$ cat src/rtl/calc_pkg.sv
// Shared encodings for the calculator sequencer: FSM states and operator codes.
package calc_pkg;

  typedef enum logic [2:0] {
    ENTER_A  = 3'd0,
    OP_WAIT  = 3'd1,
    ENTER_B  = 3'd2,
    SHOW_RES = 3'd3,
    ERROR    = 3'd4
  } calc_state_t;

  localparam logic [1:0] OP_ADD = 2'b01;
  localparam logic [1:0] OP_SUB = 2'b10;

  // Only add and subtract are meaningful; 00/11 are dropped at the key interface.
  function automatic logic op_is_legal(input logic [1:0] code);
    return (code == OP_ADD) || (code == OP_SUB);
  endfunction

endpackage

$ cat src/rtl/calc_operand_acc.sv
// Decimal operand accumulator: value <= value*10 + digit while fewer than
// MAX_DIGITS digits have been entered. Clear beats load beats digit entry.
// val_nxt exposes the value the register takes at the next edge so the
// parent can register a display copy in the same cycle.
module calc_operand_acc #(
  parameter int MAX_DIGITS = 4,
  parameter int OP_W       = 14,
  parameter int CNT_W      = $clog2(MAX_DIGITS + 1)
) (
  input  logic             clk,
  input  logic             rst,
  input  logic             clr,
  input  logic             load,
  input  logic [OP_W-1:0]  load_val,
  input  logic [CNT_W-1:0] load_cnt,
  input  logic             en,
  input  logic [3:0]       digit,
  output logic [OP_W-1:0]  val,
  output logic [OP_W-1:0]  val_nxt
);

  logic [CNT_W-1:0] cnt;
  logic [CNT_W-1:0] cnt_nxt;

  // Next value/count; the count limit keeps val*10+digit within OP_W bits.
  always_comb begin
    val_nxt = val;
    cnt_nxt = cnt;
    if (clr) begin
      val_nxt = '0;
      cnt_nxt = '0;
    end else if (load) begin
      val_nxt = load_val;
      cnt_nxt = load_cnt;
    end else if (en && (cnt < CNT_W'(MAX_DIGITS))) begin
      val_nxt = (val * OP_W'(10)) + OP_W'(digit);
      cnt_nxt = cnt + CNT_W'(1);
    end
  end

  // Operand and digit-count registers.
  always_ff @(posedge clk) begin
    if (rst) begin
      val <= '0;
      cnt <= '0;
    end else begin
      val <= val_nxt;
      cnt <= cnt_nxt;
    end
  end

endmodule

$ cat src/rtl/calc_control_fsm.sv
// Calculator sequencer: consumes classified keypresses, builds operands A/B,
// latches the operator, computes on '=' or a chained operator, and drives the
// registered value/sign/error shown by the display stage.
module calc_control_fsm
  import calc_pkg::*;
#(
  parameter int MAX_DIGITS = 4,
  parameter int OP_W       = 14,
  parameter int RES_W      = 15
) (
  input  logic             clk,
  input  logic             rst,
  input  logic             key_valid,
  input  logic [3:0]       key_value,
  input  logic             is_number,
  input  logic             is_op,
  input  logic             is_c,
  input  logic             is_equ,
  input  logic [1:0]       operator,
  output logic [RES_W-1:0] display_val,
  output logic             display_neg,
  output logic             error,
  output logic             result_valid,
  output logic [2:0]       state_o
);

  localparam int CNT_W = $clog2(MAX_DIGITS + 1);
  localparam logic [RES_W-1:0] MAX_VAL = RES_W'(10 ** MAX_DIGITS - 1);

  calc_state_t      state, state_n;
  logic [1:0]       op, op_n;
  logic [RES_W-1:0] res_mag, res_mag_n;
  logic             res_neg, res_neg_n;
  logic             pulse_n;
  logic [RES_W-1:0] disp_n;
  logic             dneg_n;

  logic             a_clr, a_load, a_en;
  logic [OP_W-1:0]  a_load_val, a_val, a_nxt;
  logic [CNT_W-1:0] a_load_cnt;
  logic             b_clr, b_load, b_en;
  logic [OP_W-1:0]  b_load_val, b_val, b_nxt;

  logic             digit_ok;
  logic [RES_W-1:0] a_ext, b_ext, sum, diff, calc_mag;
  logic             sub_neg, calc_neg, overflow, chain_ok;

  calc_operand_acc #(.MAX_DIGITS(MAX_DIGITS), .OP_W(OP_W), .CNT_W(CNT_W)) u_acc_a (
    .clk      (clk),
    .rst      (rst),
    .clr      (a_clr),
    .load     (a_load),
    .load_val (a_load_val),
    .load_cnt (a_load_cnt),
    .en       (a_en),
    .digit    (key_value),
    .val      (a_val),
    .val_nxt  (a_nxt)
  );

  calc_operand_acc #(.MAX_DIGITS(MAX_DIGITS), .OP_W(OP_W), .CNT_W(CNT_W)) u_acc_b (
    .clk      (clk),
    .rst      (rst),
    .clr      (b_clr),
    .load     (b_load),
    .load_val (b_load_val),
    .load_cnt (CNT_W'(1)),
    .en       (b_en),
    .digit    (key_value),
    .val      (b_val),
    .val_nxt  (b_nxt)
  );

  // Add/subtract datapath on the current operands and latched operator.
  always_comb begin
    a_ext    = RES_W'(a_val);
    b_ext    = RES_W'(b_val);
    sum      = a_ext + b_ext;
    sub_neg  = (b_val > a_val);
    diff     = sub_neg ? (b_ext - a_ext) : (a_ext - b_ext);
    calc_mag = (op == OP_ADD) ? sum : diff;
    calc_neg = (op == OP_SUB) && sub_neg;
    overflow = (op == OP_ADD) && (sum > MAX_VAL);
    // A chained result must be a valid non-negative operand to become A.
    chain_ok = !overflow && !calc_neg;
    digit_ok = (key_value <= 4'd9);
  end

  // Key decode and next-state logic; one action per key, C > EQU > OP > NUM.
  always_comb begin
    state_n    = state;
    op_n       = op;
    res_mag_n  = res_mag;
    res_neg_n  = res_neg;
    pulse_n    = 1'b0;
    a_clr      = 1'b0;
    a_load     = 1'b0;
    a_load_val = '0;
    a_load_cnt = '0;
    a_en       = 1'b0;
    b_clr      = 1'b0;
    b_load     = 1'b0;
    b_load_val = '0;
    b_en       = 1'b0;
    if (key_valid) begin
      if (is_c) begin
        state_n   = ENTER_A;
        op_n      = '0;
        res_mag_n = '0;
        res_neg_n = 1'b0;
        a_clr     = 1'b1;
        b_clr     = 1'b1;
      end else if (is_equ) begin
        case (state)
          ENTER_A: begin
            res_mag_n = a_ext;
            res_neg_n = 1'b0;
            pulse_n   = 1'b1;
            state_n   = SHOW_RES;
          end
          ENTER_B: begin
            if (overflow) begin
              state_n = ERROR;
            end else begin
              res_mag_n = calc_mag;
              res_neg_n = calc_neg;
              pulse_n   = 1'b1;
              state_n   = SHOW_RES;
            end
          end
          default: ;
        endcase
      end else if (is_op) begin
        if (op_is_legal(operator)) begin
          case (state)
            ENTER_A, OP_WAIT: begin
              op_n    = operator;
              state_n = OP_WAIT;
            end
            ENTER_B: begin
              if (chain_ok) begin
                a_load     = 1'b1;
                a_load_val = calc_mag[OP_W-1:0];
                a_load_cnt = CNT_W'(MAX_DIGITS);
                b_clr      = 1'b1;
                op_n       = operator;
                state_n    = OP_WAIT;
              end else begin
                state_n = ERROR;
              end
            end
            SHOW_RES: begin
              if (!res_neg && (res_mag <= MAX_VAL)) begin
                a_load     = 1'b1;
                a_load_val = res_mag[OP_W-1:0];
                a_load_cnt = CNT_W'(MAX_DIGITS);
                b_clr      = 1'b1;
                op_n       = operator;
                state_n    = OP_WAIT;
              end else begin
                state_n = ERROR;
              end
            end
            default: ;
          endcase
        end
      end else if (is_number && digit_ok) begin
        case (state)
          ENTER_A: a_en = 1'b1;
          ENTER_B: b_en = 1'b1;
          OP_WAIT: begin
            b_load     = 1'b1;
            b_load_val = OP_W'(key_value);
            state_n    = ENTER_B;
          end
          SHOW_RES: begin
            a_load     = 1'b1;
            a_load_val = OP_W'(key_value);
            a_load_cnt = CNT_W'(1);
            state_n    = ENTER_A;
          end
          default: ;
        endcase
      end
    end
  end

  // Display source follows the state being entered so outputs stay registered.
  always_comb begin
    disp_n = '0;
    dneg_n = 1'b0;
    case (state_n)
      ENTER_A, OP_WAIT: disp_n = RES_W'(a_nxt);
      ENTER_B:          disp_n = RES_W'(b_nxt);
      SHOW_RES: begin
        disp_n = res_mag_n;
        dneg_n = res_neg_n;
      end
      default: ;
    endcase
  end

  // State, operator, result and registered display outputs.
  always_ff @(posedge clk) begin
    if (rst) begin
      state        <= ENTER_A;
      op           <= '0;
      res_mag      <= '0;
      res_neg      <= 1'b0;
      display_val  <= '0;
      display_neg  <= 1'b0;
      error        <= 1'b0;
      result_valid <= 1'b0;
    end else begin
      state        <= state_n;
      op           <= op_n;
      res_mag      <= res_mag_n;
      res_neg      <= res_neg_n;
      display_val  <= disp_n;
      display_neg  <= dneg_n;
      error        <= (state_n == ERROR);
      result_valid <= pulse_n;
    end
  end

  assign state_o = state;

endmodule

$ cat config.mk
export PLATFORM = sky130hd
export DESIGN_NAME = calc_control_fsm
export DESIGN_NICKNAME = d
export VERILOG_FILES = /design/src/rtl/calc_pkg.sv /design/src/rtl/calc_operand_acc.sv /design/src/rtl/calc_control_fsm.sv
export SDC_FILE = /design/constraint.sdc
export NUM_CORES = 1
export LEC_CHECK = 0
export ABC_AREA = 1
export CORE_MARGIN = 4
export CORE_UTILIZATION = 45
export DETAILED_ROUTE_END_ITERATION = 10
export DONT_BUFFER_PORTS = 1
export PLACE_DENSITY = 0.59
export SETUP_SLACK_MARGIN = 0.3
export SLEW_MARGIN = 20
export SYNTH_ARGS = -nofsm -noshare
export SYNTH_HDL_FRONTEND = slang
export SYNTH_SLANG_ARGS = --single-unit
$ cat constraint.sdc
create_clock -name clk -period 3.3 [get_ports clk]
set_input_delay 0.99 -clock clk [delete_from_list [all_inputs] [get_ports clk]]
set_output_delay 0.99 -clock clk [all_outputs]
set_load 0.05 [all_outputs]
## Word level (Yosys, flattened, before mapping)

Cells that the tools add are included.

| cells by class | value |
|---|---|
| $add $sub $neg | 7 |
| multipliers | 2 |
| order comparisons | 6 |
| equality and inequality tests | 14 |
| multiplexer cells | 104 |
| bitwise operators | 3 |
| reductions and logical operators | 26 |

Operators with widths:

| cell | count |
|---|---|
| $mux W14 | 13 |
| $mux W15 | 6 |
| $mux W3 | 18 |
| $pmux W15 S3 | 1 |
| $mux W1 | 42 |
| $mux W4 | 8 |
| $pmux W15 S2 | 1 |
| $sub A14 B14 Y15 | 2 |
| $add A14 B4 Y14 | 2 |
| $mul A14 B3 Y13 const B | 2 |
| $pmux W14 S2 | 1 |
| $pmux W3 S2 | 3 |
| $add A14 B14 Y15 | 1 |
| $gt A15 B14 Y1 const B | 1 |
| $le A15 B14 Y1 const B | 1 |
| $gt A14 B14 Y1 | 1 |
| $eq A3 B2 Y1 const B | 4 |
| $mux W2 | 6 |
| $reduce_or A2 Y1 | 5 |
| $pmux W3 S3 | 1 |
| $reduce_bool A2 Y1 | 4 |
| $logic_and A1 B1 Y1 | 7 |
| $reduce_and A7 Y1 | 1 |
| $add A3 B1 Y3 const B | 2 |
| other kinds (17) | 29 |

| word-level totals | value |
|---|---|
| flip-flop bits (word level) | 73 |
| bits of input ports | 13 |
| output and inout port bits | 21 |
| logic and storage cells | 175 |

## Depth between registers and ports, before layout

| logic depth | value |
|---|---|
| depth after elaboration | 15 |
| depth in mapped cells | 29 |
| gate-level depth less buffers | 29 |

## Hierarchy

A second synthesis with hierarchy kept.

| second synthesis, totals | value |
|---|---|
| cells, all modules | 1477 |
| area total of the unflattened synthesis | 8853.5 um2 |

By module, submodules not included:

| module | instances | cells each | area each (um2) | sequential area each (um2) |
|---|---|---|---|---|
| calc_control_fsm | 1 | 939 | 5282.6 | 780.7 |
| calc_operand_acc | 2 | 269 | 1785.5 | 340.3 |

## Least setup slack after synthesis

Ideal clock, no wire load.

| path | value |
|---|---|
| path kind | reg-to-reg |
| start point | reg u_acc_a.val[1] |
| end point | reg display_val[12] |
| data arrival time | 2.920 ns |
| required time | 3.190 ns |
| path slack | 0.271 ns |
| stages on the path, launching flop included | 26 |
| buffers on the path | 1 |
| cells stage by stage | dfxtp_1 > inv_1 > fa_1 > inv_1 > nand2_1 > nand2_1 > nand2_1 > inv_1 > nand2_1 > nand3_1 > nand2_1 > nand2_1 > nand2_1 > nor2_2 > nand2_1 > nand2_2 > nand3_4 > a21oi_1 > nand2_2 > nand2_4 > nor2_1 > buf_4 > nand2_1 > nand3_1 > nand2_1 > inv_1 |

| on the way | value |
|---|---|
| cells in the longest elaborated chain, start to end | 15 |
| elaborated cells on any way between the ends | 56 |
| classes of those cells | add/sub: 4; mul: 1; order compare: 2; eq/ne: 3; mux: 39; reduce/logical: 7 |

RTL lines:

| item | line | source |
|---|---|---|
| start: declaration | calc_operand_acc.sv:18 | `output logic [OP_W-1:0] val,` |
| start signal: assignment | calc_operand_acc.sv:47 | `val <= val_nxt;` |
| $add A14 B14 Y15 | calc_control_fsm.sv:78 | `sum = a_ext + b_ext;` |
| $gt A15 B14 Y1 | calc_control_fsm.sv:83 | `overflow = (op == OP_ADD) && (sum > MAX_VAL);` |
| $logic_and A1 B1 Y1 | calc_control_fsm.sv:83 |  |
| $logic_not A1 Y1 | calc_control_fsm.sv:85 | `chain_ok = !overflow && !calc_neg;` |
| $logic_and A1 B1 Y1 | calc_control_fsm.sv:85 |  |
| $mux W3, or another cell as far along | calc_control_fsm.sv:141 | `if (chain_ok) begin` |
| $pmux W3 S3, or another cell as far along | calc_control_fsm.sv:135 | `case (state)` |
| $mux W3, or another cell as far along | calc_control_fsm.sv:134 | `if (op_is_legal(operator)) begin` |
| $mux W3, or another cell as far along | calc_control_fsm.sv:133 | `end else if (is_op) begin` |
| $mux W3, or another cell as far along | calc_control_fsm.sv:113 | `end else if (is_equ) begin` |
| $mux W3, or another cell as far along | calc_control_fsm.sv:106 | `if (is_c) begin` |
| $mux W3, or another cell as far along | calc_control_fsm.sv:105 | `if (key_valid) begin` |
| $eq A3 B1 Y1, or another cell as far along | calc_control_fsm.sv:192 | `case (state_n)` |
| $reduce_or A2 Y1 / $mux W14 (equally long branches) | calc_control_fsm.sv:192, calc_operand_acc.sv:29 |  |
| $pmux W15 S3 (*) | calc_control_fsm.sv:192 |  |
| end signal: assignment | calc_control_fsm.sv:219 | `display_val <= disp_n;` |
| end: declaration | calc_control_fsm.sv:20 | `output logic [RES_W-1:0] display_val,` |

Every way passes the cells marked *; elsewhere a longest branch is shown, timed or not.
A chain may end at the register's enable or synchronous reset.

## Worst setup path in the final report

| path | value |
|---|---|
| start point | reg u_acc_a.val[0] |
| end point | reg display_val[8] |

Same word-level chain as after synthesis.

==> out/results.tsv <==
metric	value	unit
reported max-cap violation count	0	
path type of the worst min-delay path	flop to flop	
crit path to	display_val[8]	
Worst EP arrival	3.46	ns
Iter 0 DRT Violations	1014	
source of the critical timing path	u_acc_a.val[0]	
static leakage	6.58	nW
residual antenna-violating net count after detailed routing	0	
cells after synthesis	1465	
CORE AREA	19400	µm²
Syn-to-layout area delta	47.1	%
standard cell area after detailed placement	10900	µm²
I/O pin cnt	34	
startpoint of the worst register-to-register path	u_acc_a.val[0]	
RSZ-0062 raised after global routing	yes	
synthesized area per cell	6.05	µm²
aggregate global routing overflow	0	
number of global-route vias before repair	10200	
power per cell area	208	nW/µm²
Worst Max-Slew Pin Slew	0.618	ns
maximum frequency from static timing analysis	0.316	GHz
number of buffers created by CTS	9	
hold buffer count at CTS	0	
Setup TNS Final	0	ns
Setup Crit Path Kind	flop to flop	
Critical Path Sink Type	flop	
final weighted congestion in routability-driven placement	1.06	
most common cell after layout, fill and taps aside	sky130_fd_sc_hd__nand2_1	
part of the cycle the worst path needs	0.958	
post-route core utilization	0.673	
Post-Route Hold Slack	0.491	ns
root cell of the clock tree	sky130_fd_sc_hd__clkbuf_16	
height of the die	148	µm
Crit path required time	3.60	ns
All-Layer GR Usage	0.348	
1st-pass router iterations	5	
proportion of layout cells with a drive suffix above 1	0.363	
setup-violating endpoint count in the final report	0	
Synth Cell Area	8870	µm²
DRC viols	0	
area of all placed cells without fillers	13000	µm²
Routed Wire Length	39100	µm
global-route wire length before repair	58700	µm
sequential area share after synthesis	0.165	
buffers from clock root to sink, at most	2	
Warnings, synthesis	0	
Post-synth EDFFs	0	
post-synthesis register bit count	73	
Worst-Skew Late Latency	0.36	ns
Final Skew	0.0165	ns
async set-reset flop share out of synthesis	0	
Net Count, Synth	1573	
initial cell density of the core	0.457	
Worst VDD drop	0.252	mV
maximum level of the CTS H-tree	3	
final hold violations	0	
via density per instance	5.50	
clock tree from TritonCTS	done	
length in cells of the worst reg-to-reg path	26	
Core Rows	51	
number of nets in the layout	1829	
most frequent cells in the layout	365 x sky130_fd_sc_hd__nand2_1, 258 x sky130_fd_sc_hd__buf_4, 187 x sky130_fd_sc_hd__inv_1	
post-synth cell types	54	
Relative slew margins	0.587	
largest net degree at the start of global routing	31	
Top FF cell, synth	sky130_fd_sc_hd__dfxtp_1	
Sinks on Clock Net	73	
Port Buf Inserts	0	
overall die width	148	µm
worst-case register-to-register setup slack	0.14	ns
detailed-route via count	11000	
outcome	completed	
worst reg2reg path endpoint	display_val[8]	
number of pins exceeding their max-slew limit in the final report	0	
largest driver fanout on the critical path	6	
shortest period the worst path allows	3.16	ns
half-perimeter wire length after placement	30800	µm
Die ar.	22000	µm²
antenna violations before repair	0	
Critical Path Start Type	flop	
clock-pin slew of the registers on the worst-case setup and hold paths	0.07	ns
per-cell routed wire length	19.6	µm
[state kept, by name (all words and copies together) (netlist names)]
signal	cells
res_mag	15
display_neg	1
display_val	15
result_valid	1
u_acc_b.cnt	3
u_acc_a.val	14
res_neg	1
u_acc_a.cnt	3
error	1
state_o	3
op	2
u_acc_b.val	14
[routing by layer]
layer | vias to the layer above | wire length (µm) | track usage
li1 | 5255 | - | -
met5 | - | 0 | 0
met4 | 0 | 1680 | 0.131
met3 | 87 | 3290 | 0.0524
met2 | 501 | 17200 | 0.539
met1 | 5115 | 17000 | 0.489
[synthesized netlist by cell type, types with 2 or more instances]
cell                          n  area share
sky130_fd_sc_hd__nand2_1    418        0.18
sky130_fd_sc_hd__inv_1      199       0.084
sky130_fd_sc_hd__nor2_1     126       0.053
sky130_fd_sc_hd__a21oi_1    114       0.064
sky130_fd_sc_hd__nand3_1    104       0.059
sky130_fd_sc_hd__ha_1        88        0.12
sky130_fd_sc_hd__dfxtp_1     73        0.16
sky130_fd_sc_hd__o21ai_0     56       0.032
sky130_fd_sc_hd__xor2_1      39       0.039
sky130_fd_sc_hd__nor3_1      29       0.016
sky130_fd_sc_hd__clkbuf_1    19      0.0080
sky130_fd_sc_hd__inv_2       17      0.0072
sky130_fd_sc_hd__nand4_1     17       0.012
sky130_fd_sc_hd__xnor2_1     15       0.015
sky130_fd_sc_hd__o211ai_1    13       0.011
sky130_fd_sc_hd__buf_2       11      0.0062
sky130_fd_sc_hd__buf_4       10      0.0085
sky130_fd_sc_hd__nand2_2      9      0.0063
sky130_fd_sc_hd__o21bai_1     9      0.0076
sky130_fd_sc_hd__a21o_1       7      0.0059
sky130_fd_sc_hd__and2_1       7      0.0049
sky130_fd_sc_hd__fa_1         7       0.016
sky130_fd_sc_hd__nor2_2       7      0.0049
sky130_fd_sc_hd__nor4_1       7      0.0049
sky130_fd_sc_hd__a21oi_2      4      0.0039
sky130_fd_sc_hd__a31oi_1      4      0.0028
sky130_fd_sc_hd__nand3_2      4      0.0045
sky130_fd_sc_hd__o32ai_1      4      0.0039
sky130_fd_sc_hd__a211oi_1     3      0.0025
sky130_fd_sc_hd__a221oi_1     3      0.0030
sky130_fd_sc_hd__buf_6        3      0.0038
sky130_fd_sc_hd__nand3_4      3      0.0059
sky130_fd_sc_hd__nand3b_1     3      0.0025
sky130_fd_sc_hd__o21ai_1      3      0.0017
sky130_fd_sc_hd__o22ai_1      3      0.0021
sky130_fd_sc_hd__a32oi_1      2      0.0020
sky130_fd_sc_hd__mux2i_1      2      0.0023
sky130_fd_sc_hd__nand2_4      2      0.0025
sky130_fd_sc_hd__nor2_4       2      0.0025
sky130_fd_sc_hd__nor4_2       2      0.0028
sky130_fd_sc_hd__o2111ai_1    2      0.0020
sky130_fd_sc_hd__o21a_1       2      0.0017
sky130_fd_sc_hd__o311ai_0     2      0.0020
[report_power, final]
group	switching (mW)	internal (mW)	leakage [nW]
Sequential	0.0176	0.891	0.598
Combinational	0.391	0.248	5.82
Clock	0.426	0.744	0.163
Total	0.834	1.88	6.58
[kinds of logic after synthesis]
group           synth area share
compound gates             0.153
flops                      0.165
mux                      0.00226
fa+ha+maj                  0.140
simple gates               0.369
buf+inv                    0.118
xor+xnor                  0.0533
[worst max-delay path, cell delays in order (launching register included)]
cell and delay, ns:
sky130_fd_sc_hd__dfxtp_4 0.36, sky130_fd_sc_hd__ha_4 0.13, sky130_fd_sc_hd__inv_2 0.03, sky130_fd_sc_hd__fa_2 0.38
sky130_fd_sc_hd__inv_2 0.08, sky130_fd_sc_hd__nand2_2 0.06, sky130_fd_sc_hd__nand2_4 0.10, sky130_fd_sc_hd__nand3_4 0.09
sky130_fd_sc_hd__nand3_2 0.08, sky130_fd_sc_hd__nand2_2 0.07, sky130_fd_sc_hd__nor3_1 0.23, sky130_fd_sc_hd__nor2_2 0.07
sky130_fd_sc_hd__nand2_2 0.09, sky130_fd_sc_hd__nand2_4 0.07, sky130_fd_sc_hd__nand3_4 0.15, sky130_fd_sc_hd__nand3_2 0.10
sky130_fd_sc_hd__nand2_1 0.08, sky130_fd_sc_hd__nand2_1 0.06, sky130_fd_sc_hd__nand2_2 0.10, sky130_fd_sc_hd__nand2_4 0.05
sky130_fd_sc_hd__buf_6 0.13, sky130_fd_sc_hd__nor2_8 0.14, sky130_fd_sc_hd__buf_12 0.16, sky130_fd_sc_hd__nand3_2 0.09
sky130_fd_sc_hd__nand3_2 0.07, sky130_fd_sc_hd__nand2_1 0.05, sky130_fd_sc_hd__inv_1 0.08
[worst min-delay path by stage]
stage                   startpoint              to  depth (start not counted)
detailed placement           op[0]           op[0]                          2
finish                       op[0]           op[0]                          2
floorplan           u_acc_b.cnt[0]  u_acc_b.cnt[0]                          1
CTS                          op[0]           op[0]                          2
global placement    u_acc_b.cnt[0]  u_acc_b.cnt[0]                          1
global route        u_acc_b.cnt[0]  u_acc_b.cnt[0]                          1
[area by class of cell]
type	instances	area, µm²
multi-input combinational	1134	7720
fill	1803	6350
timing repair buffer	287	2340
sequential	73	1490
inverter	216	821
tap	265	332
clock buffer	10	229
clock inverter	6	115
antenna	1	2.50
[repair_timing]
action / in CTS / in global routing
gates cloned: 1 / 1
pin swaps: 90 / 84
setup endpoints to repair: 49 / 66
setup buffers: 25 / 12
resized for setup: 216 / 161
[through the flow]
step,instances,setup slack [ns],total power [mW]
after floorplan,1465,0.327,1.25
final,1992,0.140,2.72
after detailed placement,1936,-0.407,1.45
after global placement,1936,-0.435,1.45
after CTS,1978,0.190,2.66
after global routing,1991,-0.0796,2.81
Note: power is estimated with default switching activity, not from simulation.
